## src/rtl/fft_pkg.sv

```systemverilog
// fft_pkg: frame geometry defaults and sequencer state encoding
package fft_pkg;
  localparam int N = 8;
  localparam int SIZE = 32;
  localparam int LOG2N = 3;
  typedef enum logic [1:0] {LOAD, RUN, WAIT, UNLOAD} state_e;
endpackage

```

## src/rtl/fft_sequencer_if.sv

```systemverilog
// fft_sequencer_if: sample stream, butterfly datapath and result stream bundle
interface fft_sequencer_if #(
  parameter int N = fft_pkg::N,
  parameter int SIZE = fft_pkg::SIZE
);
  logic in_valid;
  logic in_ready;
  logic [SIZE-1:0] in_data;
  logic [SIZE*N-1:0] buf_out;
  logic stage_start;
  logic [1:0] stage_idx;
  logic stage_done;
  logic [SIZE*N-1:0] res_in;
  logic out_valid;
  logic out_ready;
  logic [SIZE-1:0] out_data;
  logic out_last;
  logic busy;
  modport master (
    input in_valid, in_data, stage_done, res_in, out_ready,
    output in_ready, buf_out, stage_start, stage_idx, out_valid, out_data, out_last, busy
  );
  modport slave (
    output in_valid, in_data, stage_done, res_in, out_ready,
    input in_ready, buf_out, stage_start, stage_idx, out_valid, out_data, out_last, busy
  );
endinterface

```

## src/rtl/bit_reverse_mapper.sv

```systemverilog
// bit_reverse_mapper: slot i of the output carries input slot bitrev(i)
module bit_reverse_mapper #(
  parameter int N = 8,
  parameter int SIZE = 32
) (
  input  logic [SIZE*N-1:0] din_i,
  output logic [SIZE*N-1:0] dout_o
);
  localparam int W = $clog2(N);
  function automatic int brev(input int i);
    int r;
    r = 0;
    for (int b = 0; b < W; b++) r = r | (((i >> b) & 1) << (W - 1 - b));
    return r;
  endfunction
  for (genvar i = 0; i < N; i++) begin : g_slot
    assign dout_o[i*SIZE +: SIZE] = din_i[brev(i)*SIZE +: SIZE];
  end
endmodule

```

## src/rtl/fft_sequencer.sv

```systemverilog
// fft_sequencer: loads a frame, steps the butterfly stages, then streams results out
module fft_sequencer #(
  parameter int N = fft_pkg::N,
  parameter int SIZE = fft_pkg::SIZE,
  parameter int LOG2N = fft_pkg::LOG2N
) (
  input logic clk,
  input logic rst,
  fft_sequencer_if.master bus
);
  import fft_pkg::*;
  localparam logic [LOG2N-1:0] CNT_LAST = LOG2N'(N - 1);
  localparam logic [1:0] STAGE_LAST = 2'(LOG2N - 1);
  state_e state_q, state_d;
  logic [LOG2N-1:0] cnt_q, cnt_d;
  logic [1:0] stage_q, stage_d;
  logic [SIZE*N-1:0] samp_q, samp_d, res_q, res_d, rev_w;
  logic cnt_last;
  bit_reverse_mapper #(.N(N), .SIZE(SIZE)) u_brev (.din_i(samp_q), .dout_o(rev_w));
  assign cnt_last = cnt_q == CNT_LAST;
  assign bus.buf_out = rev_w;
  assign bus.in_ready = state_q == LOAD;
  assign bus.busy = state_q != LOAD;
  assign bus.stage_start = state_q == RUN;
  assign bus.stage_idx = stage_q;
  assign bus.out_valid = state_q == UNLOAD;
  assign bus.out_data = res_q[cnt_q*SIZE +: SIZE];
  assign bus.out_last = (state_q == UNLOAD) && cnt_last;
  always_comb begin
    state_d = state_q;
    cnt_d = cnt_q;
    stage_d = stage_q;
    samp_d = samp_q;
    res_d = res_q;
    case (state_q)
      LOAD: if (bus.in_valid) begin
        samp_d[cnt_q*SIZE +: SIZE] = bus.in_data;
        cnt_d = cnt_last ? '0 : cnt_q + 1'b1;
        state_d = cnt_last ? RUN : LOAD;
      end
      RUN: state_d = WAIT;
      WAIT: if (bus.stage_done) begin
        stage_d = stage_q == STAGE_LAST ? '0 : stage_q + 1'b1;
        state_d = stage_q == STAGE_LAST ? UNLOAD : RUN;
        res_d = stage_q == STAGE_LAST ? bus.res_in : res_q;
      end
      UNLOAD: if (bus.out_ready) begin
        cnt_d = cnt_last ? '0 : cnt_q + 1'b1;
        state_d = cnt_last ? LOAD : UNLOAD;
      end
      default: state_d = LOAD;
    endcase
  end
  always_ff @(posedge clk) begin
    if (rst) begin
      state_q <= LOAD;
      cnt_q <= '0;
      stage_q <= '0;
      samp_q <= '0;
      res_q <= '0;
    end else begin
      state_q <= state_d;
      cnt_q <= cnt_d;
      stage_q <= stage_d;
      samp_q <= samp_d;
      res_q <= res_d;
    end
  end
endmodule

```

## src/flat_wrapper.sv

```systemverilog
// flat-port wrapper written by rule: the top's interface ports become plain ports
module fft_sequencer_flat import fft_pkg::*;
#(
  parameter int N = fft_pkg::N,
  parameter int SIZE = fft_pkg::SIZE,
  parameter int LOG2N = fft_pkg::LOG2N
)
  (clk, rst, bus_in_valid, bus_in_data, bus_stage_done, bus_res_in, bus_out_ready, bus_in_ready, bus_buf_out, bus_stage_start, bus_stage_idx, bus_out_valid, bus_out_data, bus_out_last, bus_busy);
  fft_sequencer_if #(.N(N), .SIZE(SIZE)) bus_i ();
  input logic clk;
  input logic rst;
  input wire logic [$bits(bus_i.in_valid)-1:0] bus_in_valid;
  input wire logic [$bits(bus_i.in_data)-1:0] bus_in_data;
  input wire logic [$bits(bus_i.stage_done)-1:0] bus_stage_done;
  input wire logic [$bits(bus_i.res_in)-1:0] bus_res_in;
  input wire logic [$bits(bus_i.out_ready)-1:0] bus_out_ready;
  output wire logic [$bits(bus_i.in_ready)-1:0] bus_in_ready;
  output wire logic [$bits(bus_i.buf_out)-1:0] bus_buf_out;
  output wire logic [$bits(bus_i.stage_start)-1:0] bus_stage_start;
  output wire logic [$bits(bus_i.stage_idx)-1:0] bus_stage_idx;
  output wire logic [$bits(bus_i.out_valid)-1:0] bus_out_valid;
  output wire logic [$bits(bus_i.out_data)-1:0] bus_out_data;
  output wire logic [$bits(bus_i.out_last)-1:0] bus_out_last;
  output wire logic [$bits(bus_i.busy)-1:0] bus_busy;
  assign bus_i.in_valid = bus_in_valid;
  assign bus_i.in_data = bus_in_data;
  assign bus_i.stage_done = bus_stage_done;
  assign bus_i.res_in = bus_res_in;
  assign bus_i.out_ready = bus_out_ready;
  assign bus_in_ready = bus_i.in_ready;
  assign bus_buf_out = bus_i.buf_out;
  assign bus_stage_start = bus_i.stage_start;
  assign bus_stage_idx = bus_i.stage_idx;
  assign bus_out_valid = bus_i.out_valid;
  assign bus_out_data = bus_i.out_data;
  assign bus_out_last = bus_i.out_last;
  assign bus_busy = bus_i.busy;
  fft_sequencer #(.N(N), .SIZE(SIZE), .LOG2N(LOG2N)) u_core (.clk(clk), .rst(rst), .bus(bus_i));
endmodule
```

## config.mk

```make
export PLATFORM = sky130hd
export DESIGN_NAME = fft_sequencer_flat
export DESIGN_NICKNAME = d
export VERILOG_FILES = /design/src/rtl/fft_pkg.sv /design/src/rtl/fft_sequencer_if.sv /design/src/rtl/bit_reverse_mapper.sv /design/src/rtl/fft_sequencer.sv /design/src/flat_wrapper.sv
export SDC_FILE = /design/constraint.sdc
export NUM_CORES = 1
export LEC_CHECK = 0
export CAP_MARGIN = 30
export CORE_AREA = 2 2 229 231
export DETAILED_ROUTE_END_ITERATION = 10
export DIE_AREA = 0 0 231 233
export PLACE_DENSITY = 0.71
export RECOVER_POWER = 25
export SLEW_MARGIN = 20
export SYNTH_ARGS = -nofsm -noshare
export SYNTH_HDL_FRONTEND = slang
export SYNTH_SLANG_ARGS = --single-unit
```

## constraint.sdc

```tcl
create_clock -name clk -period 3.3 [get_ports clk]
set_input_delay 0.66 -clock clk [delete_from_list [all_inputs] [get_ports clk]]
set_output_delay 0.66 -clock clk [all_outputs]
set_load 0.01 [all_outputs]
```

==> results.py <==
metrics = {
    "synth": {
        "synth_cells": 2395,
        "synth.top_cell.area_share": 0.468,
        "ys_ff_latch": 519,
        "synth_xor_area_frac": 0,
        "yosys-top-cells-area": "dfxtp_1, mux2i_1, nand2b_1, mux4_2, nand3_1",
        "synth_compound_area_frac": 0.120,
        "synth_top_area_cell": "dfxtp_1",
        "synthAdderAreaFrac": 0.00282,
        "ys.flop_type": "dfxtp_1",
        "synth_cell_types": 40,
        "async_flop_share": 0,
        "avgSynthCellArea_um2": 9.27,
        "syn-num-nets": 2693,
        "synthSimpleGateAreaFrac": 0.186,
        "yosysSeqAreaShare": 0.468,
        "netlist_area_mm2": 0.0222,
        "synth_top_family_by_area": "simple AND/OR/NAND/NOR gates",
        "synth_mux_area_frac": 0.179,
        "synth_edf_count": 0,
        "yosys_warnings": 0,
    },
    "min_path": {
        "min_path_type": "register to register",
    },
    "sta": {
        "hold_viol": 0,
        "finClkSkew_ps": 22.1,
        "finalSetupViolCount": 0,
        "relSlewSlack": 0.287,
        "worst_slew_pin_slew_ps": 1070,
        "maxSlewViolCount": 0,
        "max_freq_mhz": 306,
        "period_minus_slack_ps": 3270,
        "fin_setup_tns_ps": 0,
        "fin_crit_sh": 0.990,
    },
    "final_layout": {
        "layout-drive-gt1-share": 0.0754,
        "seq_area_mm2": 0.0104,
        "nFillCells": 4429,
        "syn_to_final_growth_pct": 37.4,
        "fin_util": 0.597,
        "nets": 3149,
        "multi_input_area_mm2": 0.0109,
        "layout.cells.non_filler": 3579,
    },
    "worst_setup_path": {
        "slowest_delay_ps": 510,
        "cp-end-kind": "output port",
        "cp_max_fo": 7,
        "critPathTopFamily": "buffers and inverters",
        "worst-path-stages": 5,
        "worstReg2RegEnd": "u_core.samp_q[1]",
        "rrSetupSlack_ps": 490,
        "endpoint": "bus_out_data[15]",
        "required_ps": 2640,
        "crit_type": "register to output port",
        "crit_path_start": "u_core.cnt_q[0]",
        "r2r_cells": 7,
        "reg2reg_from": "u_core.cnt_q[1]",
        "cp-start-kind": "register",
        "cp_slowest_cell": "clkdlybuf4s50_1",
        "worst-path-buf-inv": 2,
        "cp_common_cell": "nand2_1",
        "critPathArrivalTime_ps": 2610,
        "path_cells": "buf_12 > mux4_2 > nand2_1 > nand2_1 > clkdlybuf4s50_1",
    },
    "global_route": {
        "grt_usage": 0.288,
        "gr-total-overflow": 0,
        "antenna_found_initial": 11,
        "grt_max_degree": 220,
        "grt_pass1_vias": 19300,
        "grt_pass1_wl_um": 119000,
    },
    "pwr": {
        "power_mw": 13.5,
        "p_comb_frac": 0.076,
        "power.share.switching": 0.225,
        "vdd_drop_max_mv": 0.349,
        "internal_power_mw": 10.5,
        "p_clk_frac": 0.457,
        "p_seq_frac": 0.467,
        "power_leakage_nw": 10.7,
        "powerDensity_mw_per_mm2": 444,
        "power_switching_mw": 3.05,
    },
    "cts": {
        "clk_latency_ps": 600,
        "cts_buffers": 53,
        "clk_root_buffer_cell": "clkbuf_16",
        "ctsHoldBuffers": 0,
        "cts.sinks": 519,
        "htree_num_levels": 2,
        "clock_path_buffers": 3,
        "cts_tree": "built",
        "path_clk_slew_ps": 70,
    },
    "route": {
        "vias_per_cell": 5.63,
        "finalWirelength_um": 81200,
        "drc": 0,
        "drt_iter0_drc": 2079,
        "final_antenna_net_count": 0,
        "drtPass1Iterations": 5,
        "num_vias": 20200,
        "post_drt_wl_per_cell_um": 22.7,
    },
    "placement": {
        "dp_hpwl_um": 57000,
        "io_buffers": 587,
        "placed_cells": 3464,
        "gp_congestion": 0.909,
    },
    "status": {
        "outcome": "completed",
    },
    "run": {
        "drv_cap": 0,
    },
    "die": {
        "die-area_mm2": 0.0538,
        "coreArea_mm2": 0.0511,
        "boundaryPins": 588,
        "die_y_um": 233,
        "die_w_um": 231,
        "fp-row-count": 83,
        "start_util": 0.434,
    },
}
==> tightest hold or removal path: cells and delay by family (launching register included) <==
family           cells  cell delay [ps]
AND/OR/NAND/NOR      1               60
multiplexers         1               50
flip-flops           1              310
==> power by group through the flow <==
| stage | registers [mW] | logic (mW) | clock network (mW) |
|---|---|---|---|
| 6_report | 6.33 | 1.02 | 6.19 |
| 5_1_grt | 6.33 | 1.07 | 6.53 |
| 4_1_cts | 6.33 | 1.00 | 6.27 |
| 3_5_place_dp | 6.48 | 0.976 | 0 |
| 3_3_place_gp | 6.47 | 0.970 | 0 |
| 2_1_floorplan | 6.46 | 0.385 | 0 |
==> layout by cell type (no fill, tap or decap), types with 7 or more instances in the layout <==
cell and count:
buf_12 18, mux4_2 64, o21ai_0 259, nand2b_1 290
mux2i_1 252, dfxtp_1 517, a21oi_1 263, nand3_1 265
clkinv_2 7, diode_2 9, clkbuf_8 14, nand2_1 195
buf_4 30, clkdlybuf4s50_1 578, clkbuf_1 8, dlymetal6s2s_1 8
clkbuf_16 55
==> how the worst min path moves through the flow <==
stage | cells after the start | slack, ps | endpoint | startpoint
2_1_floorplan | 2 | 450 | u_core.res_q[192] | u_core.res_q[192]
3_3_place_gp | 2 | 460 | u_core.samp_q[102] | u_core.samp_q[102]
5_1_grt | 2 | 490 | u_core.samp_q[24] | u_core.samp_q[24]
3_5_place_dp | 2 | 460 | u_core.samp_q[53] | u_core.samp_q[53]
4_1_cts | 2 | 470 | u_core.samp_q[38] | u_core.samp_q[38]
6_report | 2 | 470 | u_core.samp_q[38] | u_core.samp_q[38]
==> cell type report <==
cell class / instances / share of cell area
clock buffers: 76 / 0.0516
diodes: 9 / 0.000738
repair buffers: 637 / 0.214
flip-flops and latches: 519 / 0.341
multi-input cells: 1635 / 0.357
inverters: 5 / 0.000615
well taps: 680 / 0.0279
clock inverters: 18 / 0.00697
==> cell usage after synthesis (all sizes together) (2+ instances only) <==
| cell | instances |
|---|---|
| nor2b | 4 |
| nor3b | 2 |
| o2bb2ai | 4 |
| o21ai | 259 |
| nand3 | 265 |
| buf | 50 |
| and3 | 2 |
| nand2 | 196 |
| a21oi | 263 |
| mux2i | 252 |
| nand4 | 2 |
| nand2b | 291 |
| clkbuf | 186 |
| mux4 | 64 |
| nor3 | 3 |
| ha | 5 |
| dfxtp | 519 |
| inv | 5 |
| nor2 | 6 |
| nand3b | 3 |
==> registers in the layout, summed over array words and instances, names as in the netlist <==
name                  flops
u_core.res_q            256
u_core.samp_q           256
u_core.cnt_q              3
u_core.bus.stage_idx      2
u_core.state_q            2
==> kinds of logic (layout without fill, tap and decap cells) <==
family	after synthesis	count (layout)
buffers and inverters	241	736
other	0	9
flip-flops	519	519
adder cells (fa/ha/maj)	5	5
AO/OA/AOI/OAI	528	528
AND/OR/NAND/NOR	786	786
multiplexers	316	316
==> routing by layer <==
metal | share of wire | global-route usage | up-vias
li1 | - | - | 9253
met1 | 0.39 | 0.352 | 9756
met2 | 0.48 | 0.482 | 968
met3 | 0.080 | 0.0599 | 181
met4 | 0.052 | 0.144 | 4
met5 | 0.00033 | 0 | -
==> per-stage QoR <==
stage / setup WS [ps] / cell area (µm²) / hold WS, ps
after detailed placement: 521 / 28500 / 461
after global placement: 519 / 28500 / 458
after CTS: 32.7 / 30400 / 472
after global routing: -7.19 / 30500 / 487
final: 34.4 / 30500 / 467
after floorplan: 447 / 22200 / 451
==> timing repair <==
action                                  4_1_cts  5_1_grt
gates resized for setup                       0       10
buffers inserted                              4        7
endpoints found under the setup margin       31        7
pin swaps                                     0        0
gates cloned                                  0        1
No activity file was read; power rests on OpenSTA's default activity.
